## src/rtl/stream_arb_mux.sv

```systemverilog
// stream_arb_mux: N-to-1 packet-aware stream arbiter with a single registered
// output stage. Grants are round-robin or fixed-priority. A grant is held for
// the full length of a multi-beat packet.

// Binary index to one-hot decoder used to steer the data path.
module bin_to_1h #(
    parameter int bin_width = 2,
    parameter int out_width = 3
) (
    input  logic [bin_width-1:0] bin_i,
    output logic [out_width-1:0] onehot_o
);

    // Decode: bit i is set when the binary index equals i.
    always_comb begin
        onehot_o = '0;
        for (int i = 0; i < out_width; i++) begin
            onehot_o[i] = (bin_i == bin_width'(i));
        end
    end

endmodule

// One-hot AND-OR multiplexer: the selected lane passes, all-zero select gives 0.
module mux_1h #(
    parameter int num   = 3,
    parameter int width = 32
) (
    input  logic [num-1:0]       sel_i,
    input  logic [num*width-1:0] data_i,
    output logic [width-1:0]     data_o
);

    // OR together every lane masked by its select bit.
    always_comb begin
        data_o = '0;
        for (int i = 0; i < num; i++) begin
            data_o = data_o | ({width{sel_i[i]}} & data_i[i*width +: width]);
        end
    end

endmodule

module stream_arb_mux #(
    parameter int num_port     = 3,
    parameter int data_width   = 32,
    parameter int select_width = $clog2(num_port),
    parameter int round_robin  = 1
) (
    input  logic                           clk,
    input  logic                           reset,
    input  logic [num_port-1:0]            in_valid,
    output logic [num_port-1:0]            in_ready,
    input  logic [num_port*data_width-1:0] in_data,
    input  logic [num_port-1:0]            in_last,
    output logic                           out_valid,
    input  logic                           out_ready,
    output logic [data_width-1:0]          out_data,
    output logic                           out_last,
    output logic [select_width-1:0]        out_select
);

    // One extra bit so (last_grant + offset) can exceed num_port before wrapping.
    localparam int WIDE = select_width + 1;

    // Arbitration state.
    logic                    lock_q, lock_d;
    logic [select_width-1:0] lock_ch_q, lock_ch_d;
    logic [select_width-1:0] last_grant_q, last_grant_d;

    // Output register stage.
    logic                    out_valid_q, out_valid_d;
    logic [data_width-1:0]   out_data_q, out_data_d;
    logic                    out_last_q, out_last_d;
    logic [select_width-1:0] out_select_q, out_select_d;

    // Combinational arbitration and data path.
    logic [select_width-1:0] rr_grant_s;
    logic [select_width-1:0] fp_grant_s;
    logic [select_width-1:0] grant_s;
    logic [num_port-1:0]     grant_1h_s;
    logic [num_port-1:0]     ready_s;
    logic [data_width-1:0]   sel_data_s;
    logic                    sel_last_s;
    logic                    load_en_s;
    logic                    xfer_s;

    // Round-robin search: first valid channel starting just after the last
    // completed packet's channel, wrapping modulo num_port so the index never
    // reaches an unused encoding when num_port is not a power of two.
    always_comb begin : rr_search
        logic [WIDE-1:0]         cand;
        logic [WIDE-1:0]         wrapped;
        logic [select_width-1:0] idx;
        logic                    found;
        logic                    hit;
        rr_grant_s = '0;
        found      = 1'b0;
        cand       = '0;
        wrapped    = '0;
        idx        = '0;
        hit        = 1'b0;
        for (int k = 0; k < num_port; k++) begin
            cand       = {1'b0, last_grant_q} + WIDE'(k + 1);
            wrapped    = (cand >= WIDE'(num_port)) ? (cand - WIDE'(num_port)) : cand;
            idx        = wrapped[select_width-1:0];
            hit        = !found && in_valid[idx];
            rr_grant_s = hit ? idx : rr_grant_s;
            found      = found || hit;
        end
    end

    // Fixed priority search: lowest-index valid channel wins.
    always_comb begin : fp_search
        logic found;
        logic hit;
        fp_grant_s = '0;
        found      = 1'b0;
        hit        = 1'b0;
        for (int k = 0; k < num_port; k++) begin
            hit        = !found && in_valid[k];
            fp_grant_s = hit ? select_width'(k) : fp_grant_s;
            found      = found || hit;
        end
    end

    // Grant choice: a locked packet keeps its channel even when that channel
    // is momentarily idle; otherwise the configured arbitration policy decides.
    always_comb begin
        if (lock_q) begin
            grant_s = lock_ch_q;
        end else if (round_robin != 0) begin
            grant_s = rr_grant_s;
        end else begin
            grant_s = fp_grant_s;
        end
    end

    // The output register can take a beat when empty or draining this cycle.
    assign load_en_s = !reset && (!out_valid_q || out_ready);

    bin_to_1h #(
        .bin_width (select_width),
        .out_width (num_port)
    ) u_grant_dec (
        .bin_i    (grant_s),
        .onehot_o (grant_1h_s)
    );

    // At most one ready bit, since grant_1h_s is one-hot.
    assign ready_s  = {num_port{load_en_s}} & grant_1h_s & in_valid;
    assign in_ready = ready_s;
    assign xfer_s   = |ready_s;

    mux_1h #(
        .num   (num_port),
        .width (data_width)
    ) u_data_mux (
        .sel_i  (grant_1h_s),
        .data_i (in_data),
        .data_o (sel_data_s)
    );

    mux_1h #(
        .num   (num_port),
        .width (1)
    ) u_last_mux (
        .sel_i  (grant_1h_s),
        .data_i (in_last),
        .data_o (sel_last_s)
    );

    // Next-state: load a new beat on input transfer (replacing any draining
    // beat), clear valid on a drain with no refill, otherwise hold everything.
    always_comb begin
        out_valid_d  = out_valid_q;
        out_data_d   = out_data_q;
        out_last_d   = out_last_q;
        out_select_d = out_select_q;
        lock_d       = lock_q;
        lock_ch_d    = lock_ch_q;
        last_grant_d = last_grant_q;
        if (xfer_s) begin
            out_valid_d  = 1'b1;
            out_data_d   = sel_data_s;
            out_last_d   = sel_last_s;
            out_select_d = grant_s;
            lock_d       = !sel_last_s;
            lock_ch_d    = grant_s;
            last_grant_d = sel_last_s ? grant_s : last_grant_q;
        end else if (out_ready) begin
            out_valid_d = 1'b0;
        end else begin
            out_valid_d = out_valid_q;
        end
    end

    // State and output registers with synchronous reset; last_grant resets to
    // the top channel so the first round-robin search begins at channel 0.
    always_ff @(posedge clk) begin
        if (reset) begin
            out_valid_q  <= 1'b0;
            out_data_q   <= '0;
            out_last_q   <= 1'b0;
            out_select_q <= '0;
            lock_q       <= 1'b0;
            lock_ch_q    <= '0;
            last_grant_q <= select_width'(num_port - 1);
        end else begin
            out_valid_q  <= out_valid_d;
            out_data_q   <= out_data_d;
            out_last_q   <= out_last_d;
            out_select_q <= out_select_d;
            lock_q       <= lock_d;
            lock_ch_q    <= lock_ch_d;
            last_grant_q <= last_grant_d;
        end
    end

    assign out_valid  = out_valid_q;
    assign out_data   = out_data_q;
    assign out_last   = out_last_q;
    assign out_select = out_select_q;

endmodule

```

## config.mk

```make
export PLATFORM = sky130hd
export DESIGN_NAME = stream_arb_mux
export DESIGN_NICKNAME = d
export VERILOG_FILES = /design/src/rtl/stream_arb_mux.sv
export SDC_FILE = /design/constraint.sdc
export NUM_CORES = 1
export LEC_CHECK = 0
export BUFFER_PORTS_ARGS = -buffer_cell sky130_fd_sc_hd__buf_4
export CAP_MARGIN = 15
export CORE_MARGIN = 3
export CORE_UTILIZATION = 45
export CTS_CLUSTER_DIAMETER = 30
export DETAILED_ROUTE_END_ITERATION = 8
export PLACE_DENSITY = 0.82
export SLEW_MARGIN = 20
export SYNTH_ARGS = -nofsm -noshare
export SYNTH_HDL_FRONTEND = slang
export SYNTH_HIERARCHICAL = 1
export SYNTH_SLANG_ARGS = --single-unit
```

## constraint.sdc

```tcl
create_clock -name clk -period 6 [get_ports clk]
set_clock_uncertainty 0.05 [all_clocks]
set_input_delay 1.2 -clock clk [delete_from_list [all_inputs] [get_ports clk]]
set_output_delay 1.2 -clock clk [all_outputs]
set_load 0.005 [all_outputs]
```

Word level (Yosys, flattened, before mapping)
Index checks and enable logic that the tools add are counted.

cells by class
  add/subtract/negate cells = 6
  magnitude comparators = 6
  equal/unequal tests = 2
  muxes and demuxes = 15
  bitwise operators = 12
  reductions and logical operators = 14

operators with widths
  cell                                                                                 number
  32-bit AND                                                                           3
  32-bit bitwise OR                                                                    2
  2-bit two-way mux                                                                    7
  3-bit by 2-bit greater-or-equal comparator with 1-bit output, second input constant  3
  2-bit by 3-bit < comparator with 1-bit output, second input constant                 3
  2-bit by 2-bit adder with 3-bit output, second input constant                        2
  3-bit AND                                                                            2
  1-bit binary-select mux with 2-bit select                                            3
  2-bit subtractor, second input constant                                              3
  1-bit zero test                                                                      5
  1-bit two-way mux                                                                    5
  2-bit by 1-bit adder with 3-bit output, second input constant                        1
  1-bit AND                                                                            3
  1-bit logical AND                                                                    3
  3-bit OR reduction                                                                   1
  2-bit by 1-bit == test with 1-bit output, second input constant                      1
  2-bit == test, second input constant                                                 1
  2-bit zero test                                                                      1
  1-bit logical OR                                                                     2
  1-bit bitwise OR                                                                     2
  2-bit AND reduction                                                                  1
  2-bit nonzero test                                                                   1

storage, ports and cells
  flip-flop bits (word level) = 39
  bits of input ports = 105
  output and inout port bits = 39

Longest topological paths before layout
  depth after elaboration = 17
  gate-level depth with buffers = 13
  gate-level depth less buffers = 11

By module
Netlist, hierarchy kept.

modules (own cells, without submodules)
  module                instances  cells an instance  area an instance (µm²)  seq. area each (µm²)
  stream_arb_mux        1          198                1631.6                  780.7
  mux_1h at u_data_mux  1          73                 504.2                   0.0
  bin_to_1h             1          3                  18.8                    0.0
  mux_1h at u_last_mux  1          2                  13.8                    0.0

Worst setup path after synthesis
No wires, ideal clock.

  kind = input to output
  from = input in_valid[0]
  to = output in_ready[0]
  data arrival time = 2304 ps
  data required time = 4750 ps
  path slack = 2446 ps
  cell stages on the path = 6
  cells stage by stage = a21boi_0 o21ai_0 a32o_1 nor2_1 nand2_1 nor2_1

on the way
  longest elaborated chain between the ends = 12
  elaborated cells on any way between the ends = 18
  those cells by class = mux: 10; bitwise: 2; reduce/logical: 6

ends and longest elaborated chain
  what                                       line  source
  start: declaration                         52    input logic [num_port-1:0] in_valid,
  1-bit binary-select mux with 2-bit select  107   hit = !found && in_valid[idx];
  1-bit two-way mux (not written as such)    107
  1-bit zero test                            107
  1-bit logical AND                          107
  1-bit logical OR                           109   found = found || hit;
  1-bit zero test                            107
  1-bit logical AND                          107
  2-bit two-way mux (*)                      108   rr_grant_s = hit ? idx : rr_grant_s;
  2-bit two-way mux (*)                      130   if (lock_q) begin
  named net grant_s[0]                       80    logic [select_width-1:0] grant_s;
  2-bit zero test (*)                        18    onehot_o[i] = (bin_i == bin_width'(i));
  named net grant_1h_s[0]                    81    logic [num_port-1:0] grant_1h_s;
  3-bit AND (*) (2 in series)                151   assign ready_s = {num_port{load_en_s}} & grant_1h_s & in_valid;
  end: declaration                           53    output logic [num_port-1:0] in_ready,

Mark *: on every way through the listed nets, which the timed path passes. The rest lies on a longest branch. The select of a mux whose other input is x is not followed.

Worst setup path after layout
  from = input in_valid[1]
  to = output in_ready[1]

on the way
  longest elaborated chain between the ends = 12
  elaborated cells on any way between the ends = 18
  those cells by class = eq/ne: 1; mux: 10; bitwise: 2; reduce/logical: 5

ends and longest elaborated chain
  what                                          line
  1-bit binary-select mux with 2-bit select     107
  1-bit two-way mux (not written as such)       107
  1-bit zero test                               107
  1-bit logical AND                             107
  1-bit logical OR                              109
  1-bit zero test                               107
  1-bit logical AND                             107
  2-bit two-way mux (*)                         108
  2-bit two-way mux (*)                         130
  named net grant_s[1]                          80
  2-bit by 1-bit == test with 1-bit output (*)  18
  named net grant_1h_s[1]                       81
  3-bit AND (*) (2 in series)                   151

Marks and branches as above.

==> reports/metrics.yaml <==
logic_synthesis:
  synth_unique_cells: 28
  synth-compound-area-share_pct: 30.1
  synth_seq_area_share_pct: 36.0
  synthTopCellsByArea: "sky130_fd_sc_hd__dfxtp_1 (36%), sky130_fd_sc_hd__a222oi_1 (16%), sky130_fd_sc_hd__nand2_1 (12%), sky130_fd_sc_hd__a21oi_2 (7.3%), sky130_fd_sc_hd__inv_1 (6.6%)"
  synthCells: 276
  synth_seq_cells: 39
  synth_top_family_by_area: "compound AO/OA/AOI/OAI gates"
  synth-xor-area-share_pct: 0
  yosys.area_share.adder_pct: 1.73
  synthSimpleGateAreaFrac_pct: 18.6
  synth_largest_area_cell: "sky130_fd_sc_hd__dfxtp_1"
  synthMostInstantiatedCell: "sky130_fd_sc_hd__nand2_1"
  synth.area.mux_share_pct: 0.519
  synth_enable_flop_cells: 0
  total_nets_after_synthesis: 384
  postSynth.topFlopCell: "sky130_fd_sc_hd__dfxtp_1"
  synth_area_per_cell_sq_um: 7.86
  post_synth_instance_area_sq_um: 2170
  area_fraction_of_the_dominant_cell_type_after_synthesis_pct: 36.0
  synth_commonest_cells: "sky130_fd_sc_hd__nand2_1 (70), sky130_fd_sc_hd__dfxtp_1 (39), sky130_fd_sc_hd__inv_1 (38)"
  synth_warnings: 6
  asyncSetResetFlopFracSynth_pct: 0
timing:
  max_slew_margin_pct: 48.8
  period_needed_ns: 4.21
  final_count_of_pins_violating_max_slew: 0
  finalSetupViolCount: 0
  rsz_0062_raised_after_global_routing: "no"
  timing_hold_violations_final: 0
  fmax_mhz: 238
  min_period_over_period_pct: 70.1
  totalNegativeSetupSlack_ns: 0
  max_slew.worst_pin.slew_ns: 0.766
floorplanning:
  initial_cell_density_of_the_core_pct: 48.1
  placement_row_count: 24
  die-area_sq_um: 5690
  core-area_sq_um: 4500
  dieHeight_um: 75.4
  dieWidth_um: 75.4
  top_level_ports: 144
clock_tree:
  path_clk_slew_ns: 0.07
  ctsRootBufferMaster: "sky130_fd_sc_hd__clkbuf_8"
  cts_post_setup_buffers_inserted: 0
  clk_path_buf_depth: 2
  holdBufCountCts: 0
  cts_max_level: 2
  cts.sinks: 39
  tritoncts: "yes"
  cts_inserted_buffers: 5
  clk-insertion-delay-late_ns: 0.29
  resize_count_post_cts: 0
power_and_ir_drop:
  power_density_nw_per_um2: 418
  power.static_leakage_nw: 1.60
  vdd_ir_drop_max_v: 0.000477
worst_setup_path:
  cpLargestDelayFamily: "simple AND/OR/NAND/NOR gates"
  worst_ep_required_time_ns: 4.75
  critical_path.n_buffers_inverters: 2
  worstSetupStartpointType: "input pin"
  arrival_ns: 2.96
  critical_path.max_fanout: 35
  worstPathCellList: "buf_4 > nor2_1 > o221ai_1 > nand3b_1 > and2_1 > and2b_2 > nand2_1 > nor2_1 > buf_4"
  slowest_stage: "sky130_fd_sc_hd__and2b_2"
  worstSetupPathType: "in -> out"
  endpoint_kind: "primary output"
  worst_reg_to_reg_setup_slack_ns: 2.21
  max_stage_delay_ns: 0.64
place:
  half_perimeter_wire_length_after_detailed_placement_um: 5380
  gp_routability_congestion: 0.917
  placement.io_buffers: 143
  placed_cells_incl_taps: 453
routing:
  postRouteWirelength_um: 7170
  drtAntennaViolNets: 0
  drcViolationCount: 0
  initialDrtViolationCount: 250
  drt_first_pass_iters: 5
  vias: 2529
  wl_per_cell_um: 15.5
  avgViaCountPerCell: 5.49
cells_and_area:
  n_fill_cell: 373
  fin_nets: 516
  final_layout_size_suffix_gt1_share_pct: 43.5
  insertedDiodeCount: 0
  multiInputGateArea_sq_um: 1120
  combined_flip_flop_and_latch_cell_area_sq_um: 781
  area_growth_pct: 52.3
  fin_cells: 461
global_routing:
  first_global_vias: 2206
  grt_antenna_before_repair: 0
  grt_pass1_wl_um: 10500
  gr-usage-all-layers_pct: 23.7
  grt_remaining_overflow: 0
  grt_start_max_net_pins: 44
min_path:
  min_path_type: "reg -> reg"
status:
  outcome: "complete, no violations"
flow_run:
  maxCapViolations: 0
[layout by cell type (no fill, tap or decap), drive strengths merged]
cell    count
a32o        1
or2         1
o21ai       3
a311oi      1
o221ai      1
a21oi      37
nand2b      2
or3         1
mux2        1
a21boi      1
ha          3
nand3b      2
a41o        1
nand2      70
and2        1
nand4       2
inv        38
buf       146
clkbuf      8
dfxtp      39
a222oi     34
nor2       10
nor3        1
and2b       1
nor4        1
nor2b       3
[per-layer routing]
| metal | part of all wire, % | global-route usage, % | wire, um |
|---|---|---|---|
| met1 | 40 | 29.2 | 2870 |
| met2 | 49 | 40.7 | 3480 |
| met3 | 10 | 5.67 | 719 |
| met4 | 1.3 | 7.38 | 94 |
| met5 | 0 | 0 | 0 |
[final cells by class]
class / instances / share of cell area (%)
clock buffer: 8 / 3.03
sequential: 39 / 23.6
inverter: 38 / 4.32
timing repair buffer: 146 / 33.2
multi-input combinational: 178 / 33.8
tap: 52 / 1.97
[flip-flops by register name, summed over array words and instances (netlist names)]
register / flops
last_grant_q: 2
lock_ch_q: 2
lock_q: 1
out_data: 32
out_last: 1
out_valid: 1
[worst paths after layout]
path | to | cells past startpoint | startpoint
min reg2reg | out_data[21]$_SDFFE_PP0P_ | 2 | out_data[21]$_SDFFE_PP0P_
max | in_ready[1] | 9 | in_valid[1]
max reg2reg | out_data[7]$_SDFFE_PP0P_ | 12 | last_grant_q[0]$_SDFFE_PP0P_
min | out_data[21]$_SDFFE_PP0P_ | 2 | out_data[21]$_SDFFE_PP0P_
[report_power, final]
group	internal (W)	total, W	switching, W
sequential	0.000331	0.000375	0.0000444
clock	0.000105	0.000193	0.0000879
combinational	0.000363	0.000811	0.000448
[kinds of logic after synthesis]
group,Yosys count
AND/OR/NAND/NOR,95
AO/OA/AOI/OAI,79
buffers and inverters,59
flip-flops,39
adder cells (fa/ha/maj),3
multiplexers,1
[metrics by stage]
stage	total power [W]	setup slack [ns]	hold WS, ns	instance area [sq um]	utilization [%]
floorplan	0.000956	2.45	0.403	2170	-
global placement	0.00118	1.53	0.392	3200	71.1
detailed placement	0.00119	1.47	0.398	3200	71.1
CTS	0.00139	1.76	0.409	3300	73.3
global route	0.00149	1.67	0.433	3300	73.3
finish	0.00138	1.79	0.407	3300	73.3
[worst min-delay path, stage by stage (launching register included)]
cell                      delay [ns]
sky130_fd_sc_hd__dfxtp_1        0.31
sky130_fd_sc_hd__nand2_1        0.05
sky130_fd_sc_hd__a21oi_1        0.05
No activity file was read; power rests on OpenSTA's default activity.
